==> src/rtl/irq_ctrl.sv <==
// Edge-triggered interrupt collector for up to seven sources behind a 65xx-style
// chip-select register port: one mask-write / flag-read register, active-low IRQ out.
module irq_ctrl #(
  parameter int NUM_SRC = 5
) (
  input  logic               i_clk,
  input  logic               i_reset,
  input  logic               i_cs,
  input  logic               i_rw,
  input  logic [7:0]         i_data,
  input  logic [NUM_SRC-1:0] i_src,
  output logic [7:0]         o_data,
  output logic               o_irq_n
);

  logic               r_cs_prev;
  logic [NUM_SRC-1:0] r_src_prev;
  logic [NUM_SRC-1:0] r_flag;
  logic [NUM_SRC-1:0] r_mask;
  logic [7:0]         r_data;
  logic               r_irq_n;

  logic               w_access;
  logic               w_rd;
  logic               w_wr;
  logic [NUM_SRC-1:0] w_event;
  logic [NUM_SRC-1:0] w_flag_next;
  logic [NUM_SRC-1:0] w_mask_next;
  logic               w_ir_now;
  logic               w_ir_next;
  logic [7:0]         w_rd_word;
  logic [7:0]         w_data_next;

  // One access per falling edge of chip select; holding it low does nothing more.
  assign w_access = ~i_cs & r_cs_prev;
  assign w_rd     = w_access & i_rw;
  assign w_wr     = w_access & ~i_rw;
  assign w_event  = i_src & ~r_src_prev;

  always_comb begin
    w_mask_next = r_mask;
    if (w_wr) begin
      if (i_data[7]) begin
        w_mask_next = r_mask | i_data[NUM_SRC-1:0];
      end else begin
        w_mask_next = r_mask & ~i_data[NUM_SRC-1:0];
      end
    end
  end

  // A read clears everything except events landing in the read cycle itself.
  assign w_flag_next = w_rd ? w_event : (r_flag | w_event);
  assign w_ir_now    = |(r_flag & r_mask);
  assign w_ir_next   = |(w_flag_next & w_mask_next);

  always_comb begin
    w_rd_word              = 8'h00;
    w_rd_word[NUM_SRC-1:0] = r_flag;
    w_rd_word[7]           = w_ir_now;
  end

  always_comb begin
    w_data_next = r_data;
    if (i_cs) begin
      w_data_next = 8'h00;
    end else if (w_rd) begin
      w_data_next = w_rd_word;
    end
  end

  always_ff @(posedge i_clk) begin
    if (i_reset) begin
      r_cs_prev  <= 1'b1;
      r_src_prev <= i_src;
      r_flag     <= '0;
      r_mask     <= '0;
      r_data     <= 8'h00;
      r_irq_n    <= 1'b1;
    end else begin
      r_cs_prev  <= i_cs;
      r_src_prev <= i_src;
      r_flag     <= w_flag_next;
      r_mask     <= w_mask_next;
      r_data     <= w_data_next;
      r_irq_n    <= ~w_ir_next;
    end
  end

  assign o_data  = r_data;
  assign o_irq_n = r_irq_n;

endmodule

==> config.mk <==
export PLATFORM = sky130hd
export DESIGN_NAME = irq_ctrl
export DESIGN_NICKNAME = d
export VERILOG_FILES = /design/src/rtl/irq_ctrl.sv
export SDC_FILE = /design/constraint.sdc
export NUM_CORES = 1
export LEC_CHECK = 0
export BUFFER_PORTS_ARGS = -buffer_cell sky130_fd_sc_hd__buf_2
export CAP_MARGIN = 20
export CORE_MARGIN = 2
export CORE_UTILIZATION = 48
export DETAILED_ROUTE_END_ITERATION = 8
export MAX_ROUTING_LAYER = met4
export PLACE_DENSITY = 0.75
export RECOVER_POWER = 50
export SLEW_MARGIN = 30
export SYNTH_ARGS = -nofsm -noshare
export SYNTH_HDL_FRONTEND = slang
export SYNTH_SLANG_ARGS = --single-unit
export TNS_END_PERCENT = 20
==> constraint.sdc <==
create_clock -name i_clk -period 1.33 [get_ports i_clk]
set_input_delay 0.133 -clock i_clk [delete_from_list [all_inputs] [get_ports i_clk]]
set_output_delay 0.133 -clock i_clk [all_outputs]
set_load 0.05 [all_outputs]
==> flow_summary_export.csv <==
group,metric,value,unit
min_path,min-delay-start,"i_reset",
logic_synthesis,synth_cells,81,
logic_synthesis,synth_seq_cells,23,
pwr,powerDensity,1114,nW/um^2
clocking,h-tree-depth,1,
floorplanning,io_pins,26,
timing,fin_crit,1.251,ns
logic_synthesis,synthTopCellsByArea,"dfxtp_1 53%, mux2i_1 12%, nor2_1 7.4%",
timing,maxSlewViolCount,0,
logic_synthesis,yosysWarningCount,0,
logic_synthesis,syn_area_per_cell,10.66,um^2
floorplanning,dieArea,2154,um^2
final_layout,area_growth,23.77,%
clocking,tritoncts,"done",
placed_design,dpl_cell_area,977.2,um^2
min_path,hp-class,"in -> reg",
pwr,seq_power_share,0.615,
timing,fin_worst_skew,0.001040,ns
clocking,clk_pin_slew,0.11,ns
setup_path,worstReg2RegStart,"r_cs_prev$_SDFF_PP1_",
pwr,clkPwrFrac,0.263,
placed_design,dp_hpwl,1.097,mm
clocking,insertion_delay,0.31,ns
placed_design,gp_congestion,0.7614,
clocking,clockBufferDepth,2,
floorplanning,chipWidth,46.41,um
global_routing,grt_pass1_wl,2.428,mm
logic_synthesis,synth_edf_count,0,
logic_synthesis,ys.flop_type,"dfxtp_1",
pwr,vdd_drop_max,0.0007726,V
pwr,power.leakage,0.4783,nW
setup_path,arrival,1.49,ns
drt,first_iter_violations,4,
outcome,status,"completed",
run,cap_violations,0,
floorplanning,initial_utilization,0.5055,
drt,drc_errors,0,
pwr,p_switching,0.2918,mW
drt,wire_per_inst,11.32,um
final_layout,final_util,0.6256,
global_routing,antenna_found_initial,0,
pwr,finalPower,1.190,mW
placed_design,post-place-ws,0.02367,ns
global_routing,grt_use_total,0.1671,
drt,dr.pass1.iters,4,
setup_path,r2r_slack,0.08,ns
timing,rsz0062_at_grt,"yes",
min_path,holdPathEnd,"r_mask[3]$_SDFF_PP0_",
placed_design,portBuffers,21,
drt,viasPerCell,4.797,
logic_synthesis,yosysSeqAreaShare,0.5333,
floorplanning,die_h,46.41,um
setup_path,critPathKind,"reg -> reg",
clocking,cts_root_buffer,"clkbuf_4",
floorplanning,rows,15,
logic_synthesis,ys_types,18,
timing,fin_ws,0.07928,ns
pwr,internal_power,0.8985,mW
floorplanning,core,1708,um^2
final_layout,final_cells,133,
final_layout,drive_gt1_frac,0.3148,
drt,routed_wl,1.506,mm
min_path,hold_depth,2,
logic_synthesis,syn_area,863.3,um^2
logic_synthesis,synth_top_area_frac,0.5333,
timing,timing.hold.ws,0.1326,ns
setup_path,required,1.57,ns
final_layout,design_area,1069,um^2
clocking,clkSinkCount,23,
setup_path,cp_max_fo,6,
final_layout,fin_nets,126,
setup_path,reg2regPathDepth,4,
pwr,swShare,0.2451,
timing,finalSetupTns,0,ns
placed_design,placed_cells,124,
setup_path,worstSetupEndpointType,"register",
setup_path,rr_endpoint,"o_irq_n$_SDFF_PP1_",
global_routing,grt_overflow_total,0,
logic_synthesis,synth_top_cell_by_area,"dfxtp_1",
drt,antenna_left,0,
timing,fin_crit_sh,0.9404,
logic_synthesis,synthArstFlopShare,0,
clocking,cts_made_buffers,3,
timing,hold_violations,0,
pwr,power_frac_comb,0.122,
logic_synthesis,yosysMostFrequentCell,"dfxtp_1",
timing,finalSetupViolations,0,
global_routing,grt_max_degree,13,
timing,max_freq,799.5,MHz
setup_path,startpoint_type,"register",
global_routing,grt_pass1_vias,582,
logic_synthesis,ys_top_cells_by_count,"23 x dfxtp_1, 17 x nor2_1, 10 x mux2i_1",
final_layout,diodes,0,
drt,vias,638,
-- layer usage --
layer / track usage / part of all wire
met1: 0.2131 / 0.50
met3: 0.03529 / 0.050
met5: - / 0
met4: 0.08571 / 0.025
met2: 0.2472 / 0.43
-- cells in the final DEF (no fill, tap or decap) --
master | Yosys | final
and4bb_2 | 2 | 2
o31ai_2 | 1 | 1
nand3b_4 | 1 | 1
a22oi_1 | 1 | 1
conb_1 | 1 | 2
inv_1 | 1 | 1
dlygate4sd3_1 | 0 | 5
nor2b_1 | 5 | 5
a21oi_1 | 7 | 5
a21oi_2 | 0 | 2
or2_2 | 1 | 1
and4bb_1 | 3 | 3
nor2_1 | 17 | 17
clkbuf_1 | 2 | 1
mux2i_2 | 0 | 1
clkbuf_4 | 0 | 3
buf_4 | 2 | 1
dfxtp_4 | 0 | 1
o22ai_1 | 2 | 2
dfxtp_1 | 23 | 22
mux2i_1 | 10 | 9
a222oi_1 | 1 | 1
buf_2 | 0 | 21
-- worst max path at each step --
stage                               from                 end  slack (ns)  cells past startpoint
global placement    r_cs_prev$_SDFF_PP1_  o_irq_n$_SDFF_PP1_        0.05                      4
finish              r_cs_prev$_SDFF_PP1_  o_irq_n$_SDFF_PP1_        0.08                      4
floorplan           r_cs_prev$_SDFF_PP1_  o_irq_n$_SDFF_PP1_        0.13                      4
CTS                 r_cs_prev$_SDFF_PP1_  o_irq_n$_SDFF_PP1_        0.06                      4
global route        r_cs_prev$_SDFF_PP1_  o_irq_n$_SDFF_PP1_       -0.03                      4
detailed placement  r_cs_prev$_SDFF_PP1_  o_irq_n$_SDFF_PP1_        0.02                      4
-- cell type report --
cell class              instances  area (um^2)
clock buffers                   4        26.28
fillers                       140        639.4
inverters                       1        3.754
multi-input cells              53        380.4
flip-flops and latches         23        464.2
well taps                      25        31.28
repair buffers                 27        162.7
-- kinds of logic (layout without fill, tap and decap cells) --
family | Yosys count | count (layout) | share of synthesized area
multiplexers | 10 | 10 | 0.1159
buffers and inverters | 6 | 32 | 0.04347
AND/OR/NAND/NOR | 29 | 29 | 0.2130
other | 1 | 2 | 0.004344
AO/OA/AOI/OAI | 12 | 12 | 0.08985
flip-flops | 23 | 23 | 0.5333
-- timing repair --
action	CTS	global route
hold endpoints to repair	5	0
endpoints found under the setup margin	1	1
buffers inserted	0	0
gates resized for setup	1	4
hold buffers	5	0
pin swaps	0	0
-- flip-flops by register name, summed over array words and instances (netlist names) --
signal	cells
o_data	6
o_irq_n	1
r_cs_prev	1
r_flag	5
r_mask	5
r_src_prev	5
-- critical path, stage by stage (launching register included) --
cell	delay, ns
dfxtp_4	0.39
and4bb_1	0.22
mux2i_1	0.23
o22ai_1	0.13
o31ai_2	0.21
-- power by group through the flow --
stage	clock (mW)	combinational [mW]	sequential, mW
3_3_place_gp	0	0.128	0.747
2_1_floorplan	0	0.0846	0.757
6_report	0.313	0.145	0.732
5_1_grt	0.345	0.160	0.737
4_1_cts	0.325	0.142	0.733
3_5_place_dp	0	0.130	0.748
Note: power is estimated with default switching activity, not from simulation.
